<file path="src/rtl/uart_prog_loader_pkg.sv">
// rtl/uart_prog_loader_pkg.sv - shared types, default framing words and width helper for the program loader
package prog_loader_pkg;

    typedef enum logic {
        IDLE = 1'b0,
        LOAD = 1'b1
    } state_t;

    // Framing words of the 24-bit ISA
    localparam logic [23:0] DEFAULT_START_WORD    = 24'hFF0000;
    localparam logic [23:0] DEFAULT_STOP_RST_WORD = 24'hFFFF00;
    localparam logic [23:0] DEFAULT_STOP_RUN_WORD = 24'hFFF000;

    function automatic int word_width(input int bytes_per_word);
        return 8 * bytes_per_word;
    endfunction

endpackage

</file>
<file path="src/rtl/uart_prog_loader_if.sv">
// rtl/uart_prog_loader_if.sv - receive byte stream and instruction memory write bus of the program loader
interface uart_prog_loader_if #(
    parameter int ADDR_WIDTH = 8,
    parameter int W          = 24
);
    logic [7:0]            rx_data;
    logic                  rx_valid;
    logic                  imem_we;
    logic [ADDR_WIDTH-1:0] imem_addr;
    logic [W-1:0]          imem_wdata;

    modport master (
        input  rx_data,
        input  rx_valid,
        output imem_we,
        output imem_addr,
        output imem_wdata
    );

    modport slave (
        output rx_data,
        output rx_valid,
        input  imem_we,
        input  imem_addr,
        input  imem_wdata
    );
endinterface

</file>
<file path="src/rtl/uart_prog_loader_assembler.sv">
// rtl/uart_prog_loader_assembler.sv - little-endian word assembly with byte counter and inter-byte timeout
module word_assembler
    import prog_loader_pkg::*;
#(
    parameter int BYTES_PER_WORD = 3,
    parameter int TIMEOUT_CYCLES = 100000,
    localparam int W             = word_width(BYTES_PER_WORD)
) (
    input  logic         clk,
    input  logic         rst_n,
    input  logic [7:0]   rx_data,
    input  logic         rx_valid,
    input  logic         aligned,
    input  logic         realign,
    output logic [W-1:0] window_next,
    output logic         word_done,
    output logic         timeout
);

    localparam int CW = (BYTES_PER_WORD > 1) ? $clog2(BYTES_PER_WORD) : 1;
    localparam int TW = $clog2(TIMEOUT_CYCLES + 1);

    logic [W-1:0]  window;
    logic [CW-1:0] byte_cnt;
    logic [TW-1:0] tmo_cnt;
    logic          last_byte;

    if (W > 8) begin : g_shift
        assign window_next = {rx_data, window[W-1:8]};
    end else begin : g_single
        assign window_next = rx_data;
    end

    assign last_byte = (byte_cnt == CW'(BYTES_PER_WORD - 1));
    // In sliding mode every byte closes a candidate word
    assign word_done = rx_valid && (!aligned || last_byte);
    // A byte arriving on the expiry cycle wins over the timeout
    assign timeout   = aligned && !rx_valid && (byte_cnt != '0) &&
                       (tmo_cnt == TW'(TIMEOUT_CYCLES));

    always_ff @(posedge clk or negedge rst_n) begin
        if (!rst_n) begin
            window   <= '0;
            byte_cnt <= '0;
            tmo_cnt  <= '0;
        end else begin
            if (rx_valid) begin
                window <= window_next;
            end

            if (realign || timeout) begin
                byte_cnt <= '0;
            end else if (rx_valid) begin
                byte_cnt <= last_byte ? '0 : byte_cnt + 1'b1;
            end

            if (rx_valid || timeout || !aligned || (byte_cnt == '0)) begin
                tmo_cnt <= '0;
            end else begin
                tmo_cnt <= tmo_cnt + 1'b1;
            end
        end
    end

endmodule

</file>
<file path="src/rtl/uart_prog_loader.sv">
// rtl/uart_prog_loader.sv - framed UART program loader writing instruction memory and holding the CPU
module uart_prog_loader
    import prog_loader_pkg::*;
#(
    parameter int BYTES_PER_WORD                    = 3,
    parameter int ADDR_WIDTH                        = 8,
    parameter int TIMEOUT_CYCLES                    = 100000,
    parameter logic [8*BYTES_PER_WORD-1:0] START_WORD    = DEFAULT_START_WORD,
    parameter logic [8*BYTES_PER_WORD-1:0] STOP_RST_WORD = DEFAULT_STOP_RST_WORD,
    parameter logic [8*BYTES_PER_WORD-1:0] STOP_RUN_WORD = DEFAULT_STOP_RUN_WORD
) (
    input  logic                    clk,
    input  logic                    rst,
    uart_prog_loader_if.master      bus,
    output logic                    cpu_hold,
    output logic                    cpu_rst_pulse,
    output logic                    loading,
    output logic [ADDR_WIDTH:0]     word_count,
    output logic                    err_overflow,
    output logic                    err_timeout
);

    localparam int W = word_width(BYTES_PER_WORD);

    if (BYTES_PER_WORD < 1) begin : g_bad_width
        $error("uart_prog_loader: BYTES_PER_WORD must be at least 1");
    end
    if ((START_WORD == STOP_RST_WORD) || (START_WORD == STOP_RUN_WORD) ||
        (STOP_RST_WORD == STOP_RUN_WORD)) begin : g_bad_framing
        $error("uart_prog_loader: framing words must be distinct");
    end

    state_t       state;
    logic [W-1:0] window_next;
    logic         word_done;
    logic         timeout;
    logic         start_seen;

    assign start_seen = word_done && (window_next == START_WORD);

    word_assembler #(
        .BYTES_PER_WORD (BYTES_PER_WORD),
        .TIMEOUT_CYCLES (TIMEOUT_CYCLES)
    ) u_assembler (
        .clk         (clk),
        .rst_n       (rst),
        .rx_data     (bus.rx_data),
        .rx_valid    (bus.rx_valid),
        .aligned     (state == LOAD),
        .realign     (start_seen && (state == IDLE)),
        .window_next (window_next),
        .word_done   (word_done),
        .timeout     (timeout)
    );

    always_ff @(posedge clk or negedge rst) begin
        if (!rst) begin
            state          <= IDLE;
            bus.imem_we    <= 1'b0;
            bus.imem_addr  <= '0;
            bus.imem_wdata <= '0;
            cpu_hold       <= 1'b0;
            cpu_rst_pulse  <= 1'b0;
            loading        <= 1'b0;
            word_count     <= '0;
            err_overflow   <= 1'b0;
            err_timeout    <= 1'b0;
        end else begin
            bus.imem_we   <= 1'b0;
            cpu_rst_pulse <= 1'b0;
            case (state)
                IDLE: begin
                    if (start_seen) begin
                        state         <= LOAD;
                        bus.imem_addr <= '0;
                        word_count    <= '0;
                        err_overflow  <= 1'b0;
                        err_timeout   <= 1'b0;
                        cpu_hold      <= 1'b1;
                        loading       <= 1'b1;
                    end
                end
                LOAD: begin
                    if (timeout) begin
                        err_timeout <= 1'b1;
                    end
                    if (word_done) begin
                        if (window_next == START_WORD) begin
                            bus.imem_addr <= '0;
                            word_count    <= '0;
                            err_overflow  <= 1'b0;
                            err_timeout   <= 1'b0;
                        end else if (window_next == STOP_RST_WORD) begin
                            state         <= IDLE;
                            cpu_hold      <= 1'b0;
                            loading       <= 1'b0;
                            cpu_rst_pulse <= 1'b1;
                        end else if (window_next == STOP_RUN_WORD) begin
                            state    <= IDLE;
                            cpu_hold <= 1'b0;
                            loading  <= 1'b0;
                        end else if (!word_count[ADDR_WIDTH]) begin
                            bus.imem_we    <= 1'b1;
                            bus.imem_addr  <= word_count[ADDR_WIDTH-1:0];
                            bus.imem_wdata <= window_next;
                            word_count     <= word_count + 1'b1;
                        end else begin
                            // Memory full: drop the word, never wrap the address
                            err_overflow <= 1'b1;
                        end
                    end
                end
                default: state <= IDLE;
            endcase
        end
    end

endmodule

</file>
<file path="src/flat_wrapper.sv">
// flat-port wrapper written by rule: the top's interface ports become plain ports
module uart_prog_loader_flat import prog_loader_pkg::*;
#(
    parameter int BYTES_PER_WORD                    = 3,
    parameter int ADDR_WIDTH                        = 8,
    parameter int TIMEOUT_CYCLES                    = 100000,
    parameter logic [8*BYTES_PER_WORD-1:0] START_WORD    = DEFAULT_START_WORD,
    parameter logic [8*BYTES_PER_WORD-1:0] STOP_RST_WORD = DEFAULT_STOP_RST_WORD,
    parameter logic [8*BYTES_PER_WORD-1:0] STOP_RUN_WORD = DEFAULT_STOP_RUN_WORD
)
  (clk, rst, cpu_hold, cpu_rst_pulse, loading, word_count, err_overflow, err_timeout, bus_rx_data, bus_rx_valid, bus_imem_we, bus_imem_addr, bus_imem_wdata);
  uart_prog_loader_if #(.ADDR_WIDTH(ADDR_WIDTH), .W((24))) bus_i ();
  input  logic clk;
  input  logic rst;
  output logic cpu_hold;
  output logic cpu_rst_pulse;
  output logic loading;
  output logic [ADDR_WIDTH:0] word_count;
  output logic err_overflow;
  output logic err_timeout;
  input wire logic [$bits(bus_i.rx_data)-1:0] bus_rx_data;
  input wire logic [$bits(bus_i.rx_valid)-1:0] bus_rx_valid;
  output wire logic [$bits(bus_i.imem_we)-1:0] bus_imem_we;
  output wire logic [$bits(bus_i.imem_addr)-1:0] bus_imem_addr;
  output wire logic [$bits(bus_i.imem_wdata)-1:0] bus_imem_wdata;
  assign bus_i.rx_data = bus_rx_data;
  assign bus_i.rx_valid = bus_rx_valid;
  assign bus_imem_we = bus_i.imem_we;
  assign bus_imem_addr = bus_i.imem_addr;
  assign bus_imem_wdata = bus_i.imem_wdata;
  uart_prog_loader #(.BYTES_PER_WORD(BYTES_PER_WORD), .ADDR_WIDTH(ADDR_WIDTH), .TIMEOUT_CYCLES(TIMEOUT_CYCLES), .START_WORD(START_WORD), .STOP_RST_WORD(STOP_RST_WORD), .STOP_RUN_WORD(STOP_RUN_WORD)) u_core (.clk(clk), .rst(rst), .bus(bus_i), .cpu_hold(cpu_hold), .cpu_rst_pulse(cpu_rst_pulse), .loading(loading), .word_count(word_count), .err_overflow(err_overflow), .err_timeout(err_timeout));
endmodule
</file>
<file path="config.mk">
export PLATFORM = sky130hd
export DESIGN_NAME = uart_prog_loader_flat
export DESIGN_NICKNAME = d
export VERILOG_FILES = /design/src/rtl/uart_prog_loader_pkg.sv /design/src/rtl/uart_prog_loader_if.sv /design/src/rtl/uart_prog_loader_assembler.sv /design/src/rtl/uart_prog_loader.sv /design/src/flat_wrapper.sv
export SDC_FILE = /design/constraint.sdc
export NUM_CORES = 1
export LEC_CHECK = 0
export BUFFER_PORTS_ARGS = -buffer_cell sky130_fd_sc_hd__buf_2
export CORE_MARGIN = 5
export CORE_UTILIZATION = 58
export CTS_BUF_LIST = sky130_fd_sc_hd__clkbuf_2
export DETAILED_ROUTE_END_ITERATION = 12
export PLACE_DENSITY_LB_ADDON = 0.2
export SLEW_MARGIN = 40
export SYNTH_ARGS = -nofsm -noshare
export SYNTH_HDL_FRONTEND = slang
export SYNTH_SLANG_ARGS = --single-unit
</file>
<file path="constraint.sdc">
create_clock -name clk -period 3.01 [get_ports clk]
set_input_delay 0.4515 -clock clk [delete_from_list [all_inputs] [get_ports clk]]
set_output_delay 0.4515 -clock clk [all_outputs]
set_load 0.01 [all_outputs]
</file>
# Word-level counts from Yosys, hierarchy flattened
# Index checks and enable logic that the tools add are counted.
dict set report totals {
  rom_bits 0
  register_bits 90
  ram_bits 0
  out_inout_bits 47
  memories 0
  latch_bits 0
  input_bits 11
}
dict set report classes {
  add_sub_neg 3
  bitwise_logic 5
  mul 0
  shifts 0
  reduce_logical 21
  n_eq_ne 13
  div 0
  order_cmp 0
  mux 51
}
# op count
set op_table {}
lappend op_table {{equality test 24 bit, second input constant} 3}
lappend op_table {{2-to-1 mux 9 bit} 6}
lappend op_table {{2-to-1 mux 8 bit} 6}
lappend op_table {{2-to-1 mux 1 bit} 29}
lappend op_table {{case mux 9 bit (2 select lines)} 1}
lappend op_table {{adder 17 x 1 -> 17 bit, second input constant} 1}
lappend op_table {{equality test 17 bit, second input constant} 1}
lappend op_table {{2-to-1 mux 17 bit} 1}
lappend op_table {{case mux 8 bit (2 select lines)} 1}
lappend op_table {{inequality test 3 bit, second input constant} 4}
lappend op_table {{AND reduction 5 bit} 2}
lappend op_table {{adder 9 x 1 -> 9 bit, second input constant} 1}
lappend op_table {{case mux 1 bit (2 select lines)} 4}
lappend op_table {{AND reduction 4 bit} 2}
lappend op_table {{logical AND 1 bit} 6}
lappend op_table {{2-to-1 mux 2 bit} 3}
lappend op_table {{AND reduction 6 bit} 1}
lappend op_table {{logical OR 1 bit} 5}
lappend op_table {{inverter 1 bit} 5}
lappend op_table {{inequality test 2 bit, second input constant} 2}
lappend op_table {{nonzero test 2 bit} 2}
lappend op_table {{inequality test 3 x 2 -> 1 bit, second input constant} 1}
lappend op_table {{adder 2 x 1 -> 2 bit, second input constant} 1}
lappend op_table {{equality test 2 bit, second input constant} 1}
lappend op_table {{other kinds (3)} 4}

# Longest topological paths before layout
dict set report depth {
  ltp_word 8
  ltp_mapped 8
  mapped_depth_nobuf 6
}

# By module
# Synthesis repeated with hierarchy kept, for this count alone.
dict set report unflattened {
  cells_unflattened 308
  hier_area_um2 3836.2
}
# module instances area_each_um2 cells_per_inst seq_area_each_um2
set by_module_without_submodules {}
lappend by_module_without_submodules {uart_prog_loader 1 2170.8 157 1176.1}
lappend by_module_without_submodules {word_assembler 1 1665.3 151 875.8}

# Worst setup path after synthesis
# Ideal clock, no wire load.
dict set report synth_timing {
  kind {register to register}
  start {register u_core.u_assembler.window[13]}
  end {register u_core.bus.imem_wdata[10]}
  required_time_ns 2.885
  setup_slack_ns 0.696
  arrival_ns 2.189
  path_stages_with_launch 7
  setup_ns 0.125
  path_cell_list {dfrtp_1 > or4_4 > nor4_4 > a31oi_4 > nand2_4 > clkbuf_8 > mux2_2}
}
dict set report synth_via {
  elab_chain_len 3
}
# item line
set synth_lines {}
lappend synth_lines {{from (decl)} uart_prog_loader_assembler.sv:23} ;# logic [W-1:0] window;
lappend synth_lines {{from (signal assigned)} uart_prog_loader_assembler.sv:48} ;# window <= window_next;
lappend synth_lines {{equality test 24 bit, on equally long branches} {uart_prog_loader.sv:88, uart_prog_loader.sv:93, uart_prog_loader.sv:98}}
lappend synth_lines {{inverter 1 bit (no source line)} n/a}
lappend synth_lines {{AND reduction 6 bit (no source line) *} n/a}
lappend synth_lines {{to (signal assigned)} uart_prog_loader.sv:105} ;# bus.imem_wdata <= window_next;
lappend synth_lines {{to (decl)} uart_prog_loader_if.sv:17} ;# output imem_wdata
# Every way passes the cells marked *; elsewhere a longest branch is shown, timed or not.
# A chain may end at the register's enable or synchronous reset.

# Worst setup path in the final report
dict set report layout_timing {
  start {register u_core.u_assembler.window[13]}
  end {register u_core.word_count[1]}
}
dict set report layout_via {
  elab_chain_len 4
}
# item line
set layout_lines {}
lappend layout_lines {{equality test 24 bit} {uart_prog_loader.sv:39, uart_prog_loader.sv:88}}
lappend layout_lines {{2-to-1 mux 9 bit or logical AND 1 bit (tied branches)} {uart_prog_loader.sv:88, uart_prog_loader.sv:39}}
lappend layout_lines {{2-to-1 mux 9 bit or inequality test 2 x 1 -> 1 bit (tied branches)} n/a}
lappend layout_lines {{case mux 9 bit (2 select lines) or AND reduction 5 bit (tied branches)} n/a}
lappend layout_lines {{to (signal assigned)} uart_prog_loader.sv:106} ;# word_count <= word_count + 1'b1;
lappend layout_lines {{to (decl)} uart_prog_loader.sv:18} ;# output logic [ADDR_WIDTH:0] word_count,
# Parallel ways exist; a longest one is shown, timed or not. The select of a mux whose other input is x is not followed.

==> results.yml <==
cells_and_area:
  diodes: 0
  fin_area_um2: 4130
  nets: 370
  area_growth_pct: 13.2
  num-fill-cells: 480
  most-common-layout-cells: "dfrtp_1, buf_2, mux2_2"
  final_common_cell: "dfrtp_1"
  drive_gt1_frac: 0.380
detailed_routing:
  wl_met3_um: 370
  routed.top_layer: "met4"
  drc_errors: 0
  avgRoutedWirePerCell_um: 15.5
  via_per_inst: 5.68
  wl_met1_mm: 3.19
  drt_wl_total_mm: 6.74
  wl_met2_mm: 3.07
  drt_iter0_markers: 90
  drt_first_pass_iters: 4
  antenna_left: 0
  dr_total_vias: 2476
clocking:
  post_cts_buffers: 0
  cts_resized: 0
  cts_tree: "built"
  root_buffer: "clkbuf_2"
  clk_pin_slew_ns: 0.23
  clock_sinks: 82
  htreeDepth: 3
  clk_latency_ns: 0.52
  numCtsBuffers: 9
  cts_buffer_depth: 2
floorplanning:
  start_util: 0.605
  dieArea_um2: 7970
  core_um2: 6030
  chipHeight_um: 89.3
  placementRows: 28
  fp.dieW_um: 89.3
  io_pins: 58
worst_hold_path:
  worstHoldStart: "bus_rx_data[1]"
  holdCritPathClass: "in -> reg"
synth:
  syn_inst: 296
  yosysWarnings: 0
  synth_nets: 310
  synth_seq_area_share: 0.563
  synth_top_family_by_area: "simple AND/OR/NAND/NOR gates"
  postSynth.asyncResetShare: 1.00
  syn_avg_cell_area_um2: 12.3
  synth-xor-area-share: 0.0384
  synthMuxAreaShare: 0.130
  mappedNetlistArea_um2: 3650
  synth-main-ff-cell: "dfrtp_1"
  synth-simple-area-share: 0.151
  synth_compound_area_frac: 0.0800
  synth_fa_ha_area_frac: 0.0103
  synth-edff-count: 0
  ys_types: 48
  ys_ff_latch: 82
critical_path:
  crit_required_ns: 3.42
  critPathMaxFanout: 25
  crit_family: "simple AND/OR/NAND/NOR gates"
  worst_path_max_delay_cell: "or4_4"
  endpoint_kind: "register"
  arrival_ns: 2.99
  cp-start-kind: "register"
  r2r-start: "u_core.u_assembler.window[13]"
  cp_cell_sequence: "or4_4, nor4_4, a31oi_4, nand2_4, inv_2, a22o_2"
  critPathMaxStageDelay_ns: 0.56
  crit_type: "reg -> reg"
  cp.buffers_inverters: 1
  crit_start: "u_core.u_assembler.window[13]"
placement:
  placed_cell_area_um2: 3970
  gp_congestion: 0.793
  dp_hpwl_mm: 4.71
  portBuffers: 57
sta:
  setup_viol_count_final: 0
  min_period_ns: 2.58
  rsz0062_at_grt: "no"
  worst_pin_slew_ns: 0.712
  hold_violations: 0
  finalSetupTns_ns: 0
  slew_violations: 0
  slew_headroom: 0.525
  clock_skew_ns: 0.0321
  max_freq_mhz: 387
  post-route-period-util: 0.858
global_route:
  grt_pass1_wl_mm: 11.8
  antenna_found_initial: 0
  first_global_vias: 2489
  grt_max_degree: 83
  grtUsageTotal: 0.190
  grt-ovfl-total: 0
status:
  outcome: "complete, no violations"
power:
  total_leakage_power_nw: 2.03
  cellPowerDensity_nw_per_um2: 479
  ir_drop_mv: 0.281
run:
  drv_cap: 0
==> power breakdown <==
group	total, mW	switching [mW]	internal, mW
Sequential	1.18	0.0426	1.14
Combinational	0.117	0.0631	0.0537
Clock	0.674	0.395	0.279
==> kinds of logic (layout without fill, tap and decap cells) <==
group,after synthesis,in the layout
simple gates,100,100
compound gates,35,35
fa+ha+maj,3,3
xor+xnor,16,16
flops,82,82
buf+inv,18,83
mux,42,42
==> final timing paths <==
kind,depth (start not counted),slack [ns],endpoint
setup / recovery,6,0.43,u_core.word_count[1]
hold / removal,2,0.19,u_core.bus.imem_wdata[17]
hold reg to reg,1,0.51,u_core.u_assembler.tmo_cnt[0]
max in group asynchronous,2,2.03,u_core.word_count[1]
min in group asynchronous,2,0.48,u_core.u_assembler.tmo_cnt[10]
setup reg to reg,6,0.43,u_core.word_count[1]
==> worst reg2reg max path, cell delays in order, from the launching register on <==
cell and delay [ns]:
dfrtp_1 0.44, or4_4 0.56, nor4_4 0.51, a31oi_4 0.20, nand2_4 0.31, inv_2 0.17, a22o_2 0.29
==> routing by layer <==
metal	vias up	track usage
met5	-	0
met4	0	0.0853
met3	10	0.0313
met2	70	0.273
met1	1206	0.285
li1	1190	-
==> state kept, by name, indices dropped and copies added (netlist names) <==
signal and flops:
u_core.bus.imem_addr 8, u_core.cpu_hold 1, u_core.cpu_rst_pulse 1, u_core.u_assembler.tmo_cnt 17
u_core.state 1, u_core.bus.imem_wdata 24, u_core.err_overflow 1, u_core.u_assembler.window 16
u_core.u_assembler.byte_cnt 2, u_core.word_count 9, u_core.bus.imem_we 1, u_core.err_timeout 1
==> what timing repair did <==
action | CTS | global route
hold buffers | 1 | 0
setup endpoints to repair | 0 | 0
endpoints found under the hold margin | 82 | 0
==> stage by stage <==
stage	std cells	utilization	total power [mW]	hold WS [ns]	worst slack (ns)
after floorplan	296	-	1.26	0.156	0.696
after detailed placement	419	0.659	1.32	0.482	0.441
after CTS	436	0.685	2.00	0.151	0.384
after global placement	419	0.659	1.31	0.464	0.499
final	436	0.685	1.98	0.193	0.428
after global routing	436	0.685	2.07	0.141	0.239
==> synthesized netlist by cell type (all sizes together), types with 3 or more instances <==
| library cell | count | area share |
|---|---|---|
| dfrtp | 82 | 0.56 |
| mux2 | 42 | 0.13 |
| nor2 | 32 | 0.033 |
| nand2 | 13 | 0.015 |
| nand4 | 11 | 0.019 |
| a22o | 9 | 0.025 |
| nand3 | 9 | 0.012 |
| xnor2 | 8 | 0.019 |
| xor2 | 8 | 0.019 |
| and3 | 7 | 0.012 |
| inv | 7 | 0.0072 |
| o21ai | 7 | 0.011 |
| clkbuf | 6 | 0.012 |
| buf | 5 | 0.0086 |
| nor3 | 5 | 0.0069 |
| nor2b | 4 | 0.0069 |
| or4 | 4 | 0.010 |
| a21oi | 3 | 0.0051 |
| a311oi | 3 | 0.0072 |
| a31oi | 3 | 0.0093 |
| and2 | 3 | 0.0055 |
| and4 | 3 | 0.0072 |
| ha | 3 | 0.010 |
| o211ai | 3 | 0.0062 |
==> final cells by class <==
| cell class | count | area, um^2 | share of cell area |
|---|---|---|---|
| clock buffers | 9 | 45.0 | 0.0109 |
| inverters | 7 | 26.3 | 0.00637 |
| multi-input cells | 196 | 1490 | 0.362 |
| flip-flops and latches | 82 | 2050 | 0.497 |
| repair buffers | 60 | 317 | 0.0767 |
| clock inverters | 7 | 100 | 0.0242 |
| well taps | 75 | 93.8 | 0.0227 |
Power figures use the tool's default switching activity.
